File: config.mk
export PLATFORM = sky130hd
export DESIGN_NAME = pcie_io_tx_engine
export DESIGN_NICKNAME = d
export VERILOG_FILES = /design/src/rtl/pcie_cfg_pkg.sv /design/src/rtl/pcie_io_tx_engine.sv
export SDC_FILE = /design/constraint.sdc
export NUM_CORES = 1
export LEC_CHECK = 0
export ABC_CLOCK_PERIOD_IN_PS = 2960
export CORE_MARGIN = 2
export CORE_UTILIZATION = 40
export DETAILED_ROUTE_END_ITERATION = 10
export GPL_TIMING_DRIVEN = 0
export PLACE_DENSITY = 0.63
export SYNTH_ARGS = -nofsm -noshare
export SYNTH_HDL_FRONTEND = slang
export SYNTH_SLANG_ARGS = --single-unit
File: constraint.sdc
create_clock -name i_clk -period 2.96 [get_ports i_clk]
set_clock_uncertainty 0.2 [all_clocks]
set_input_delay 0.296 -clock i_clk [delete_from_list [all_inputs] [get_ports i_clk]]
set_output_delay 0.296 -clock i_clk [all_outputs]
set_load 0.01 [all_outputs]
File: src/rtl/pcie_cfg_pkg.sv
// Shared PCIe PIO configuration: address width, completion TLP constants,
// TX engine state encoding and the completion byte-count helper.
package pcie_cfg_pkg;

  localparam int CFG_PCIE_DMAADDR_WIDTH = 34;

  localparam logic [6:0] PCIE_FMT_CPL  = 7'h0A;
  localparam logic [6:0] PCIE_FMT_CPLD = 7'h4A;

  localparam logic [2:0] PCIE_CPL_SC = 3'b000;
  localparam logic [2:0] PCIE_CPL_UR = 3'b001;

  typedef enum logic [2:0] {
    TX_IDLE      = 3'd0,
    TX_WAIT_RESP = 3'd1,
    TX_BEAT0     = 3'd2,
    TX_BEAT1     = 3'd3,
    TX_DONE      = 3'd4,
    TX_RELEASE   = 3'd5
  } tx_state_t;

  // Byte count of a single-DW read from its first-DW byte enables.
  function automatic logic [11:0] pcie_cpl_byte_count(input logic [3:0] be);
    logic [11:0] bc;
    casez (be)
      4'b1??1:                   bc = 12'd4;
      4'b01?1, 4'b1?10:          bc = 12'd3;
      4'b0011, 4'b0110, 4'b1100: bc = 12'd2;
      default:                   bc = 12'd1;
    endcase
    return bc;
  endfunction

endpackage

File: src/rtl/pcie_io_tx_engine.sv
// PIO completion generator: builds single-DW Cpl/CplD TLPs on the 64-bit TX stream.
// Optional macro PCIE_IO_TX_UR_EN: memory faults turn the completion into UR.
//
// state      | meaning
// IDLE       | waiting for the RX engine to request a response
// WAIT_RESP  | header captured, waiting for the memory response
// BEAT0      | presenting {DW1, DW0} until accepted
// BEAT1      | presenting {payload/0, DW2} with tlast until accepted
// DONE       | o_compl_done pulse
// RELEASE    | waiting for i_tx_ena to drop before re-arming
module pcie_io_tx_engine
  import pcie_cfg_pkg::*;
#(
  parameter int C_DATA_WIDTH = 64,
  parameter int KEEP_WIDTH   = C_DATA_WIDTH / 8
) (
  input  logic                              i_clk,
  input  logic                              i_nrst,
  input  logic                              i_s_axis_tx_tready,
  output logic [C_DATA_WIDTH-1:0]           o_s_axis_tx_tdata,
  output logic [KEEP_WIDTH-1:0]             o_s_axis_tx_tkeep,
  output logic                              o_s_axis_tx_tlast,
  output logic                              o_s_axis_tx_tvalid,
  output logic [3:0]                        o_s_axis_tx_tuser,
  input  logic                              i_tx_ena,
  input  logic                              i_tx_completion,
  input  logic                              i_tx_with_data,
  output logic                              o_compl_done,
  input  logic [2:0]                        i_req_tc,
  input  logic                              i_req_td,
  input  logic                              i_req_ep,
  input  logic [1:0]                        i_req_attr,
  input  logic [15:0]                       i_req_rid,
  input  logic [7:0]                        i_req_tag,
  input  logic [7:0]                        i_req_be,
  input  logic [CFG_PCIE_DMAADDR_WIDTH-1:0] i_req_addr,
  input  logic [15:0]                       i_completer_id,
  input  logic                              i_resp_mem_valid,
  input  logic [63:0]                       i_resp_mem_data,
  input  logic                              i_resp_mem_fault
);

  tx_state_t   state;
  logic        resp_seen;
  logic [63:0] resp_data_q;
  logic [2:0]  tc_q;
  logic        td_q;
  logic        ep_q;
  logic [1:0]  attr_q;
  logic [15:0] rid_q;
  logic [7:0]  tag_q;
  logic [3:0]  be_q;
  logic [6:0]  la_q;
  logic [63:0] beat1_q;
  logic [7:0]  keep1_q;

  logic        idle;
  logic        capture_ok;
  logic        resp_ready;
  logic        needs_tlp;
  logic [2:0]  h_tc;
  logic        h_td;
  logic        h_ep;
  logic [1:0]  h_attr;
  logic [15:0] h_rid;
  logic [7:0]  h_tag;
  logic [3:0]  h_be;
  logic [6:0]  h_la;
  logic [63:0] r_data;
  logic        cpld;
  logic [2:0]  status;
  logic [6:0]  fmt;
  logic [9:0]  len;
  logic [11:0] byte_cnt;
  logic [6:0]  lower_addr;
  logic [31:0] dw0;
  logic [31:0] dw1;
  logic [31:0] dw2;
  logic [31:0] payload;
  logic [63:0] beat0;
  logic [63:0] beat1;
  logic [7:0]  keep1;

`ifdef PCIE_IO_TX_UR_EN
  logic resp_fault_q;
  logic r_fault;
  logic unused_inputs;
  assign unused_inputs = ^{i_req_be[7:4], i_req_addr[CFG_PCIE_DMAADDR_WIDTH-1:7]};
`else
  logic unused_inputs;
  assign unused_inputs = ^{i_req_be[7:4], i_req_addr[CFG_PCIE_DMAADDR_WIDTH-1:7],
                           i_resp_mem_fault};
`endif

  assign o_s_axis_tx_tuser = 4'd0;

  // In IDLE the header is being latched this very cycle, so read it live.
  always_comb begin
    idle       = (state == TX_IDLE);
    capture_ok = (state != TX_BEAT0) && (state != TX_BEAT1) && (state != TX_DONE);
    resp_ready = (idle && i_tx_ena && resp_seen) ||
                 ((state == TX_WAIT_RESP) && (resp_seen || i_resp_mem_valid));
    needs_tlp  = i_tx_completion | i_tx_with_data;
    h_tc       = idle ? i_req_tc          : tc_q;
    h_td       = idle ? i_req_td          : td_q;
    h_ep       = idle ? i_req_ep          : ep_q;
    h_attr     = idle ? i_req_attr        : attr_q;
    h_rid      = idle ? i_req_rid         : rid_q;
    h_tag      = idle ? i_req_tag         : tag_q;
    h_be       = idle ? i_req_be[3:0]     : be_q;
    h_la       = idle ? i_req_addr[6:0]   : la_q;
    r_data     = resp_seen ? resp_data_q : i_resp_mem_data;
    cpld       = i_tx_with_data;
    status     = PCIE_CPL_SC;
`ifdef PCIE_IO_TX_UR_EN
    r_fault    = resp_seen ? resp_fault_q : i_resp_mem_fault;
    if (r_fault) begin
      cpld   = 1'b0;
      status = PCIE_CPL_UR;
    end
`endif
    fmt        = cpld ? PCIE_FMT_CPLD : PCIE_FMT_CPL;
    len        = cpld ? 10'd1 : 10'd0;
    byte_cnt   = cpld ? pcie_cpl_byte_count(h_be) : 12'd4;
    lower_addr = cpld ? h_la : 7'd0;
    dw0        = {1'b0, fmt, 1'b0, h_tc, 4'b0, h_td, h_ep, h_attr, 2'b0, len};
    dw1        = {i_completer_id, status, 1'b0, byte_cnt};
    dw2        = {h_rid, h_tag, 1'b0, lower_addr};
    payload    = h_la[2] ? r_data[63:32] : r_data[31:0];
    beat0      = {dw1, dw0};
    beat1      = cpld ? {payload, dw2} : {32'h0, dw2};
    keep1      = cpld ? 8'hFF : 8'h0F;
  end

  always_ff @(posedge i_clk or negedge i_nrst) begin
    if (!i_nrst) begin
      state              <= TX_IDLE;
      resp_seen          <= 1'b0;
      resp_data_q        <= '0;
      tc_q               <= '0;
      td_q               <= 1'b0;
      ep_q               <= 1'b0;
      attr_q             <= '0;
      rid_q              <= '0;
      tag_q              <= '0;
      be_q               <= '0;
      la_q               <= '0;
      beat1_q            <= '0;
      keep1_q            <= '0;
      o_s_axis_tx_tdata  <= '0;
      o_s_axis_tx_tkeep  <= '0;
      o_s_axis_tx_tlast  <= 1'b0;
      o_s_axis_tx_tvalid <= 1'b0;
      o_compl_done       <= 1'b0;
`ifdef PCIE_IO_TX_UR_EN
      resp_fault_q       <= 1'b0;
`endif
    end else begin
      o_compl_done <= 1'b0;

      if (capture_ok && i_resp_mem_valid && !resp_seen) begin
        resp_seen   <= 1'b1;
        resp_data_q <= i_resp_mem_data;
`ifdef PCIE_IO_TX_UR_EN
        resp_fault_q <= i_resp_mem_fault;
`endif
      end

      case (state)
        TX_IDLE: begin
          if (i_tx_ena) begin
            tc_q   <= i_req_tc;
            td_q   <= i_req_td;
            ep_q   <= i_req_ep;
            attr_q <= i_req_attr;
            rid_q  <= i_req_rid;
            tag_q  <= i_req_tag;
            be_q   <= i_req_be[3:0];
            la_q   <= i_req_addr[6:0];
            state  <= TX_WAIT_RESP;
          end
        end
        TX_WAIT_RESP: ;
        TX_BEAT0: begin
          if (i_s_axis_tx_tready) begin
            o_s_axis_tx_tdata <= beat1_q;
            o_s_axis_tx_tkeep <= keep1_q;
            o_s_axis_tx_tlast <= 1'b1;
            state             <= TX_BEAT1;
          end
        end
        TX_BEAT1: begin
          if (i_s_axis_tx_tready) begin
            o_s_axis_tx_tvalid <= 1'b0;
            o_s_axis_tx_tlast  <= 1'b0;
            o_s_axis_tx_tdata  <= '0;
            o_s_axis_tx_tkeep  <= '0;
            o_compl_done       <= 1'b1;
            resp_seen          <= 1'b0;
            state              <= TX_DONE;
          end
        end
        // Entered from BEAT1 the pulse is already out; from a posted write it is not.
        TX_DONE: begin
          o_compl_done <= !o_compl_done;
          state        <= TX_RELEASE;
        end
        TX_RELEASE: begin
          if (!i_tx_ena) state <= TX_IDLE;
        end
        default: state <= TX_IDLE;
      endcase

      if (resp_ready) begin
        if (needs_tlp) begin
          o_s_axis_tx_tvalid <= 1'b1;
          o_s_axis_tx_tdata  <= beat0;
          o_s_axis_tx_tkeep  <= 8'hFF;
          o_s_axis_tx_tlast  <= 1'b0;
          beat1_q            <= beat1;
          keep1_q            <= keep1;
          state              <= TX_BEAT0;
        end else begin
          resp_seen <= 1'b0;
          state     <= TX_DONE;
        end
      end
    end
  end

endmodule

==> load_flow_metrics.sql, run 1 <==
INSERT INTO impl_metrics (metric_group, metric, value, unit) VALUES
('route', 'topRoutingLayerUsed', 'met5', ''),
('setup_path', 'worstPathRequired', '3.16', 'ns'),
('place', 'hpwlAfterDp', '22.0', 'mm'),
('floorplan', 'design.portCount', '240', ''),
('global_routing', 'grt_max_degree', '120', ''),
('final_layout', 'stdcell_area', '14800', 'um^2'),
('outcome', 'status', 'complete, no violations', ''),
('route', 'num_vias', '8593', ''),
('setup_path', 'cp.arrival', '2.81', 'ns'),
('clock_tree', 'clk_transition_reported_paths', '0.06', 'ns'),
('global_routing', 'gr-total-overflow', '0', ''),
('sta', 'setup_repair_after_global_routing_missed_its_margin', 'false', ''),
('clock_tree', 'tritoncts_clock_tree', 'yes', ''),
('global_routing', 'grt_pass1_wl', '48.2', 'mm'),
('global_routing', 'global_route.usage.total', '21.1', '%'),
('final_layout', 'final_util', '53.3', '%'),
('global_routing', 'first_global_vias', '8692', ''),
('clock_tree', 'ctsHtreeMaxLevel', '1', ''),
('final_layout', 'layout-area-overhead-vs-synth', '31.4', '%'),
('pwr', 'max-vdd-ir-drop', '0.510', 'mV'),
('route', 'dr.first_iter.drc_count', '467', ''),
('logic_synthesis', 'yosysWarnings', '0', ''),
('floorplan', 'die_h', '172', 'um'),
('clock_tree', 'cts_root_buffer', 'clkbuf_16', ''),
('setup_path', 'critPathCaptureType', 'flop', ''),
('sta', 'max_freq', '383', 'MHz'),
('clock_tree', 'holdBufCountCts', '2', ''),
('setup_path', 'cp.buffers_inverters', '3', ''),
('setup_path', 'crit_path_slowest_cell', 'nor4_2', ''),
('route', 'route.final.wire_length', '31.0', 'mm'),
('final_layout', 'fillerInstances', '2482', ''),
('sta', 'final-max-slew-violation-count', '0', ''),
('floorplan', 'die_area', '29500', 'um^2'),
('place', 'detailed_place.area', '13800', 'um^2'),
('route', 'drc_errors', '0', ''),
('clock_tree', 'postCtsResizedCells', '0', ''),
('logic_synthesis', 'synth.lib_cells_used.distinct', '44', ''),
('setup_path', 'critical-path-max-stage-delay', '0.53', 'ns'),
('route', 'wl_met3', '2.37', 'mm'),
('place', 'gp_congestion', '0.808', ''),
('logic_synthesis', 'proportion_of_register_bits_with_asynchronous_set_or_reset_after_synthesis', '100', '%'),
('route', 'routedLengthMet1', '13.8', 'mm'),
('pwr', 'leakagePower', '6.43', 'nW'),
('logic_synthesis', 'synth_enable_flop_cells', '0', ''),
('route', 'antenna_left', '0', ''),
('logic_synthesis', 'mappedNetlistArea', '11300', 'um^2'),
('route', 'post_drt_via_cell_ratio', '5.18', ''),
('clock_tree', 'post-cts-setup-buffers', '0', ''),
('clock_tree', 'cts-buffers-inserted', '28', ''),
('pwr', 'power_per_cell_area', '1090', 'nW/um^2'),
('logic_synthesis', 'synth_cells', '1015', ''),
('final_layout', 'area_used_by_multi_input_combinational_logic', '4610', 'um^2'),
('logic_synthesis', 'yosys_register_bits', '250', ''),
('place', 'placedCellCount', '1601', ''),
('place', 'portBuffers', '203', ''),
('clock_tree', 'worst_skew_pair.late_latency', '0.54', 'ns'),
('sta', 'layout_worst_path_cycle_share', '88.1', '%'),
('flow_run', 'number_of_max_cap_violations', '0', ''),
('setup_path', 'critical_path.most_common_cell', 'buf_2', ''),
('sta', 'hold_ws', '0.139', 'ns'),
('final_layout', 'post_route_cells_drive_above_1_share', '15.5', '%'),
('route', 'detailroute.wirelength.met2', '14.5', 'mm'),
('logic_synthesis', 'synthesis.area_per_instance', '11.1', 'um^2'),
('sta', 'worst-slew-pin-transition', '0.858', 'ns'),
('route', 'drt_pre_antenna_iters', '7', ''),
('sta', 'slew_headroom', '42.8', '%'),
('sta', 'period_minus_slack', '2.61', 'ns'),
('logic_synthesis', 'synth_ff_type', 'dfrtp_1', ''),
('final_layout', 'layout.cells.non_filler', '1658', ''),
('setup_path', 'worst_path_dominant_cell_family', 'buffers and inverters', ''),
('setup_path', 'timing.setup.critical_path_class', 'reg -> reg', '');
## metal layers
layer | GRT usage (%) | vias up
met2 | 35.1 | 251
met5 | 0 | -
met1 | 28.3 | 4256
met4 | 4.13 | 4
met3 | 5.26 | 30
li1 | - | 4052
## worst register-to-register path, stage by stage, from the launching register on
cell and delay [ns]:
dfrtp_1 0.35, buf_2 0.16, or2_4 0.27, nor4_2 0.53
clkbuf_1 0.43, buf_2 0.39, o32ai_1 0.14
## final timing paths
path,to,depth (start not counted),startpoint,slack [ns]
setup / recovery,beat1_q[34],6,state[2],0.35
max in group asynchronous,attr_q[0],3,i_nrst,1.26
setup reg to reg,beat1_q[34],6,state[2],0.35
min in group asynchronous,beat1_q[9],3,i_nrst,0.22
hold / removal,beat1_q[25],3,i_req_rid[9],0.14
hold reg to reg,keep1_q[3],1,keep1_q[3],0.27
## cell families after synthesis
family | Yosys count | share of synthesized area, %
other cells | 1 | 0.0333
compound gates | 170 | 10.2
simple gates | 329 | 13.6
flops | 250 | 55.5
buf+inv | 89 | 3.70
mux | 176 | 16.9
## cells in the mapped netlist (2+ instances only)
cell	instances	area (um^2)
a21oi_1	45	225
o22ai_1	3	18.8
nor3_1	2	10.0
nand2_1	197	739
a31oi_1	47	294
nor2_1	47	176
and2_1	2	12.5
mux2i_1	68	681
a21o_1	10	75.1
dfrtp_1	250	6260
nor3b_1	11	82.6
a21boi_0	2	15.0
clkbuf_1	42	158
a32o_1	31	310
buf_4	4	30.0
nor2b_1	3	18.8
nand2b_1	2	12.5
buf_2	36	180
o32ai_1	2	17.5
buf_6	3	33.8
a211oi_1	10	75.1
o21ai_0	15	75.1
mux2_2	100	1130
inv_1	3	11.3
nand3_1	4	20.0
nand3b_1	52	390
mux2_1	7	78.8
## registers in the layout (all words and copies together) (netlist names)
register	flops
beat1_q	63
resp_seen	1
td_q	1
state	3
resp_data_q	64
tag_q	8
o_compl_done	1
o_s_axis_tx_tvalid	1
tc_q	3
la_q	7
rid_q	16
o_s_axis_tx_tkeep	8
o_s_axis_tx_tlast	1
attr_q	2
o_s_axis_tx_tdata	64
keep1_q	2
be_q	4
ep_q	1
## stage by stage
step / TNS, ns / power [mW] / worst slack (ns)
finish: 0 / 16.2 / 0.352
global route: 0 / 17.3 / 0.191
CTS: 0 / 16.3 / 0.290
detailed placement: 0 / 12.8 / 0.138
global placement: -2429.68 / 12.6 / -9.74
floorplan: 0 / 10.2 / 0.855
## power breakdown
part / internal [mW] / switching, mW / total (mW)
clock: 2.09 / 1.39 / 3.48
sequential: 5.01 / 0.859 / 5.87
combinational: 3.30 / 3.55 / 6.85
## final cells by class
cell class / instances / share of cell area [%]
buffer: 86 / 2.74
clock buffer: 42 / 5.84
sequential: 250 / 42.2
antenna: 6 / 0.101
tap: 378 / 3.19
inverter: 3 / 0.0760
clock inverter: 7 / 0.448
multi-input combinational: 679 / 31.1
timing repair buffer: 207 / 14.3
(Power assumes the default switching activity.)
==> inputs of run 2 (changes only) <==
Settings changed: DONT_BUFFER_PORTS set to 1, PLACE_DENSITY 0.63 to 0.52, SETUP_SLACK_MARGIN set to 0.2.
==> run 2 against run 1 <==
  * The run now ends with hold timing left
  * Sequential power increased by 3.9%
  * Non-clock buffer count decreased by 75
  * First-iteration DRC count decreased by 4.1%
  * Critical path depth unchanged
  * Global-route usage increased by 0.56 points
  * Routed wire length increased by 2.0%
  * Worst hold slack got worse by 0.90 ns
==> load_flow_metrics.sql, run 2 (synthesis results as in run 1) <==
INSERT INTO impl_metrics (metric_group, metric, value, unit) VALUES
('floorplan', 'die_h', '172', 'um'),
('final_layout', 'fillerInstances', '2611', ''),
('clock_tree', 'cts_root_buffer', 'clkbuf_16', ''),
('route', 'wl_per_cell', '20.0', 'um'),
('final_layout', 'layout.cells.most_common_list', 'dfrtp_1, nand2_1, dlygate4sd3_1, mux2_2, mux2i_1', ''),
('final_layout', 'post_route_cells_drive_above_1_share', '16.6', '%'),
('global_routing', 'grt_pass1_wl', '49.4', 'mm'),
('setup_path', 'timing.critical_path.fanout_max', '10', ''),
('place', 'portBuffers', '0', ''),
('sta', 'timing.setup.tns', '0', 'ns'),
('floorplan', 'floorplan.initialDensity', '40.6', '%'),
('floorplan', 'die_width', '172', 'um'),
('route', 'post_drt_via_cell_ratio', '5.27', ''),
('floorplan', 'floorplan.rows', '61', ''),
('clock_tree', 'ctsHtreeMaxLevel', '1', ''),
('final_layout', 'final_net_count', '1342', ''),
('clock_tree', 'tritoncts_clock_tree', 'yes', ''),
('setup_path', 'cp.arrival', '2.89', 'ns'),
('pwr', 'max-vdd-ir-drop', '0.502', 'mV'),
('outcome', 'status', 'complete, but fails checks', ''),
('sta', 'final-max-slew-violation-count', '0', ''),
('pwr', 'power.total', '15.5', 'mW'),
('setup_path', 'path_cells', 'buf_2 -> or3b_2 -> nand2_1 -> nor3_2 -> mux2_2 -> dlygate4sd3_1', ''),
('worst_hold_path', 'hold_class', 'in -> async', ''),
('final_layout', 'biggestRegsByFlops', 'o_s_axis_tx_tdata (64), resp_data_q (64), beat1_q (63)', ''),
('outcome', 'failed_checks', 'hold timing', ''),
('final_layout', 'sequential_cell_area', '6260', 'um^2'),
('setup_path', 'critPathCaptureType', 'flop', ''),
('sta', 'max_freq', '377', 'MHz'),
('clock_tree', 'max-clock-path-buffers', '3', ''),
('route', 'dr.first_iter.drc_count', '448', ''),
('sta', 'final_critical_path_setup_slack', '0.305', 'ns'),
('global_routing', 'grt_max_degree', '251', ''),
('route', 'route.final.wire_length', '31.7', 'mm'),
('floorplan', 'core_region_area', '27800', 'um^2'),
('sta', 'setup-violations-final', '0', ''),
('clock_tree', 'holdBufCountCts', '133', ''),
('clock_tree', 'clock_sinks', '250', ''),
('place', 'gp_congestion', '0.762', ''),
('place', 'hpwlAfterDp', '21.2', 'mm'),
('global_routing', 'global_route.usage.total', '21.7', '%'),
('final_layout', 'layout-area-overhead-vs-synth', '24.6', '%'),
('floorplan', 'die_area', '29500', 'um^2'),
('clock_tree', 'post-cts-setup-buffers', '0', ''),
('clock_tree', 'worst_skew_pair.late_latency', '0.56', 'ns'),
('setup_path', 'worstPathRequired', '3.19', 'ns'),
('floorplan', 'design.portCount', '240', ''),
('setup_path', 'crit_path_slowest_cell', 'nor3_2', ''),
('setup_path', 'critical-path-max-stage-delay', '0.57', 'ns'),
('route', 'antenna_left', '0', ''),
('clock_tree', 'clk_transition_reported_paths', '0.06', 'ns'),
('final_layout', 'area_used_by_multi_input_combinational_logic', '4610', 'um^2'),
('setup_path', 'critical_path.startpoint_type', 'flop', ''),
('sta', 'slew_headroom', '42.4', '%'),
('place', 'placedCellCount', '1396', ''),
('pwr', 'leakagePower', '6.16', 'nW'),
('final_layout', 'layout.cells.non_filler', '1582', ''),
('global_routing', 'first_global_vias', '8516', ''),
('sta', 'layout_worst_path_cycle_share', '89.7', '%'),
('place', 'dp_slack', '0.256', 'ns'),
('flow_run', 'number_of_max_cap_violations', '0', ''),
('route', 'drt_pre_antenna_iters', '4', ''),
('route', 'drc_errors', '0', ''),
('sta', 'final_hold_viol_count', '250', ''),
('final_layout', 'layout_commonest_cell', 'dfrtp_1', ''),
('sta', 'hold_ws', '-0.763', 'ns'),
('sta', 'worst-slew-pin-transition', '0.864', 'ns'),
('sta', 'setup_repair_after_global_routing_missed_its_margin', 'false', ''),
('global_routing', 'grt_antenna_before_repair', '2', ''),
('sta', 'period_minus_slack', '2.65', 'ns'),
('global_routing', 'gr-total-overflow', '0', ''),
('pwr', 'power_per_cell_area', '1110', 'nW/um^2'),
('route', 'num_vias', '8333', ''),
('setup_path', 'timing.setup.critical_path_class', 'reg -> reg', ''),
('clock_tree', 'cts-buffers-inserted', '29', '');
==> run 2: cell count changes in the layout (fill, tap and decap cells not counted), sizes merged <==
cell / delta
clkdlybuf4s50: -202
clkinvlp: +5
diode: -4
clkinv: -2
buf: -4
dlygate4sd3: +131
==> run 2: layout make-up <==
type / instances / area share (%)
flip-flops and latches: 250 / 44.5
inverters: 3 / 0.0802
repair buffers: 133 / 9.48
diodes: 2 / 0.0356
clock buffers: 42 / 6.15
clock inverters: 10 / 0.650
plain buffers: 85 / 2.87
multi-input cells: 679 / 32.8
well taps: 378 / 3.37
==> run 2: per-layer routing <==
| metal | part of all wire, % | routed length, um | global-route usage (%) | vias up |
|---|---|---|---|---|
| li1 | - | - | - | 3921 |
| met1 | 44 | 14100 | 28.7 | 4160 |
| met4 | 1.9 | 607 | 5.37 | 0 |
| met3 | 5.9 | 1870 | 4.35 | 41 |
| met5 | 0 | 0 | 0 | - |
| met2 | 48 | 15100 | 36.5 | 211 |
==> run 2: worst max-delay path, delay by kind of cell, from the launching register on <==
kind          cells  cell delay (ns)
mux               1             0.41
flops             1             0.35
simple gates      3             0.86
buf+inv           2             0.72
==> run 2: final timing paths <==
path,start,cells after the start,end,slack (ns)
worst max-delay path,state[2],6,resp_data_q[51],0.31
worst min-delay path,i_nrst,0,o_s_axis_tx_tdata[11],-0.76
worst max register to register,state[2],6,resp_data_q[51],0.31
worst min register to register,keep1_q[3],1,keep1_q[3],0.28
max in group asynchronous,i_nrst,0,o_s_axis_tx_tdata[43],2.97
min in group i_clk,i_tx_with_data,3,beat1_q[63],0.03
==> run 2: repair_timing <==
item	in CTS	in global routing
endpoints found under the hold margin	451	250
resized for setup	0	2
endpoints found under the setup margin	0	28
==> run 2: report_power, final <==
part / leakage, nW / total (mW) / internal (mW) / switching (mW)
sequential: 3.04 / 6.10 / 5.01 / 1.09
combinational: 2.67 / 5.85 / 2.67 / 3.18
clock: 0.458 / 3.57 / 2.10 / 1.47
total: 6.16 / 15.5 / 9.79 / 5.74
==> run 2: stage by stage <==
| step | utilization [%] | area (um^2) | hold slack (ns) |
|---|---|---|---|
| after floorplan | - | 11300 | -0.200 |
| after global placement | 42.3 | 11800 | -0.190 |
| after detailed placement | 42.3 | 11800 | -0.192 |
| after CTS | 50.6 | 14000 | -0.786 |
| after global routing | 50.6 | 14000 | -0.792 |
| final | 50.6 | 14000 | -0.763 |
==> inputs of run 3 (changes only) <==
Settings changed: PLACE_DENSITY 0.52 to 0.51.
==> run 3 against run 2 <==
  * The flow still finishes with violations (hold timing)
  * Routed wire length increased by 1.3%
  * Critical path type unchanged
  * Combinational power increased by 1%
  * Core utilization barely moved
  * Highest routed layer is now met5
  * Power hardly changed
  * Final area about the same
  * Cell count stayed put
==> load_flow_metrics.sql, run 3 (synthesis results as in run 1) <==
INSERT INTO impl_metrics (metric_group, metric, value, unit) VALUES
('outcome', 'status', 'complete, but fails checks', ''),
('outcome', 'failed_checks', 'hold timing', ''),
('final_layout', 'fillerInstances', '2644', ''),
('clock_tree', 'post-cts-setup-buffers', '0', ''),
('pwr', 'seq_power_share', '39.4', '%'),
('place', 'placedCellCount', '1396', ''),
('global_routing', 'first_global_vias', '8632', ''),
('setup_path', 'critical_path.startpoint_type', 'flop', ''),
('place', 'gp_congestion', '0.766', ''),
('final_layout', 'layout-area-overhead-vs-synth', '24.6', '%'),
('sta', 'timing.setup.tns', '0', 'ns'),
('clock_tree', 'ctsHtreeMaxLevel', '1', ''),
('final_layout', 'biggestRegsByFlops', 'o_s_axis_tx_tdata (64), resp_data_q (64), beat1_q (63)', ''),
('worst_hold_path', 'hold_class', 'in -> async', ''),
('floorplan', 'die_width', '172', 'um'),
('floorplan', 'core_region_area', '27800', 'um^2'),
('clock_tree', 'clk_transition_reported_paths', '0.06', 'ns'),
('sta', 'max_freq', '387', 'MHz'),
('route', 'route.final.wire_length', '32.1', 'mm'),
('floorplan', 'design.portCount', '240', ''),
('setup_path', 'reg2reg_to', 'la_q[6]', ''),
('setup_path', 'worst_r2r_startpoint', 'state[2]', ''),
('route', 'num_vias', '8358', ''),
('global_routing', 'grt_pass1_wl', '49.8', 'mm'),
('sta', 'period_minus_slack', '2.58', 'ns'),
('route', 'drt_pre_antenna_iters', '4', ''),
('final_layout', 'layout_commonest_cell', 'dfrtp_1', ''),
('setup_path', 'crit_start', 'state[2]', ''),
('final_layout', 'post_route_cells_drive_above_1_share', '16.2', '%'),
('setup_path', 'worst_setup_path_endpoint', 'la_q[6]', ''),
('pwr', 'internal-power', '9.78', 'mW'),
('route', 'post_drt_via_cell_ratio', '5.28', ''),
('pwr', 'power_per_cell_area', '1110', 'nW/um^2'),
('final_layout', 'final_net_count', '1343', ''),
('pwr', 'sw_ratio', '37.1', '%'),
('sta', 'setup-violations-final', '0', ''),
('pwr', 'leakagePower', '6.17', 'nW'),
('floorplan', 'die_h', '172', 'um'),
('sta', 'layout_worst_path_cycle_share', '87.3', '%'),
('setup_path', 'r2r_slack', '0.38', 'ns'),
('final_layout', 'layout.cells.most_common_list', 'dfrtp_1, nand2_1, dlygate4sd3_1, mux2_2, mux2i_1', ''),
('sta', 'final-max-slew-violation-count', '0', ''),
('route', 'antenna_left', '0', ''),
('final_layout', 'layout.cells.non_filler', '1582', ''),
('route', 'dr.first_iter.drc_count', '493', ''),
('pwr', 'p_sw', '5.76', 'mW'),
('place', 'hpwlAfterDp', '21.5', 'mm'),
('global_routing', 'grt_antenna_before_repair', '3', ''),
('clock_tree', 'worst_skew_pair.late_latency', '0.55', 'ns'),
('clock_tree', 'clock_sinks', '250', ''),
('setup_path', 'cp.arrival', '2.81', 'ns'),
('setup_path', 'timing.setup.critical_path_class', 'reg -> reg', ''),
('pwr', 'clock_power_share', '22.6', '%'),
('sta', 'worst-slew-pin-transition', '0.900', 'ns'),
('clock_tree', 'max-clock-path-buffers', '3', ''),
('global_routing', 'grt_max_degree', '251', ''),
('floorplan', 'die_area', '29500', 'um^2'),
('pwr', 'max-vdd-ir-drop', '0.516', 'mV'),
('global_routing', 'global_route.usage.total', '21.8', '%'),
('clock_tree', 'cts_root_buffer', 'clkbuf_16', ''),
('place', 'portBuffers', '0', ''),
('floorplan', 'floorplan.rows', '61', ''),
('setup_path', 'critPathCaptureType', 'flop', ''),
('flow_run', 'number_of_max_cap_violations', '0', ''),
('clock_tree', 'cts-buffers-inserted', '29', ''),
('route', 'drc_errors', '0', ''),
('clock_tree', 'tritoncts_clock_tree', 'yes', ''),
('sta', 'setup_repair_after_global_routing_missed_its_margin', 'false', ''),
('setup_path', 'r2r.worst_path.cells', '6', ''),
('floorplan', 'floorplan.initialDensity', '40.6', '%'),
('pwr', 'combinational_share_of_power', '38.0', '%'),
('sta', 'hold_ws', '-0.751', 'ns'),
('sta', 'final_hold_viol_count', '250', ''),
('sta', 'slew_headroom', '40.0', '%'),
('setup_path', 'timing.critical_path.fanout_max', '9', ''),
('route', 'wl_per_cell', '20.3', 'um'),
('final_layout', 'final_util', '50.5', '%'),
('setup_path', 'worstPathRequired', '3.19', 'ns'),
('global_routing', 'gr-total-overflow', '0', ''),
('clock_tree', 'holdBufCountCts', '134', '');
==> run 3: per-stage QoR <==
step / cell area, um^2 / hold WS, ns / power [mW] / setup WS [ns]
4_1_cts: 14000 / -0.772 / 15.7 / 0.229
2_1_floorplan: 11300 / -0.200 / 10.2 / 0.855
6_report: 14000 / -0.751 / 15.5 / 0.377
3_5_place_dp: 11800 / -0.190 / 11.9 / 0.243
5_1_grt: 14000 / -0.773 / 16.6 / 0.233
3_3_place_gp: 11800 / -0.191 / 11.8 / 0.247
==> run 3: worst min path at each step <==
stage | slack, ns | to | cells after the start
floorplan | -0.20 | attr_q[0] | 0
global placement | -0.19 | o_s_axis_tx_tdata[9] | 0
detailed placement | -0.19 | o_s_axis_tx_tdata[11] | 0
CTS | -0.77 | o_s_axis_tx_tdata[11] | 0
global route | -0.77 | o_s_axis_tx_tdata[11] | 0
finish | -0.75 | o_s_axis_tx_tdata[11] | 0
==> run 3: layer usage <==
layer	routed length [um]	GRT usage [%]
met1	14200	28.9
met4	535	4.64
met2	15400	36.7
met3	1870	4.85
met5	24	0
==> run 3: power by group through the flow <==
stage / clock (mW) / sequential, mW / combinational (mW)
3_3_place_gp: 0 / 6.13 / 5.63
2_1_floorplan: 0 / 5.86 / 4.35
5_1_grt: 3.73 / 6.33 / 6.57
4_1_cts: 3.59 / 6.13 / 5.97
3_5_place_dp: 0 / 6.17 / 5.72
6_report: 3.50 / 6.12 / 5.91
==> run 3: layout make-up <==
cell class	instances	area, um^2	area share, %
Multi-Input combinational cell	679	4630	33.0
Clock inverter	8	67.6	0.481
Buffer	85	402	2.86
Timing Repair Buffer	134	1340	9.55
Clock buffer	43	858	6.11
Sequential cell	250	6260	44.6
Inverter	3	11.3	0.0802
Tap cell	378	473	3.37
Antenna cell	2	5.00	0.0356
==> run 3: critical path: stages (launching register included) <==
cell and delay (ns):
dfrtp_1 0.36, buf_2 0.16, or3_1 0.36, buf_2 0.21
nor2_2 0.25, mux2_2 0.37, dlygate4sd3_1 0.56
==> run 3: what timing repair did <==
item,4_1_cts,5_1_grt
resized for setup,0,2
endpoints found under the setup margin,0,48
hold endpoints to repair,451,250
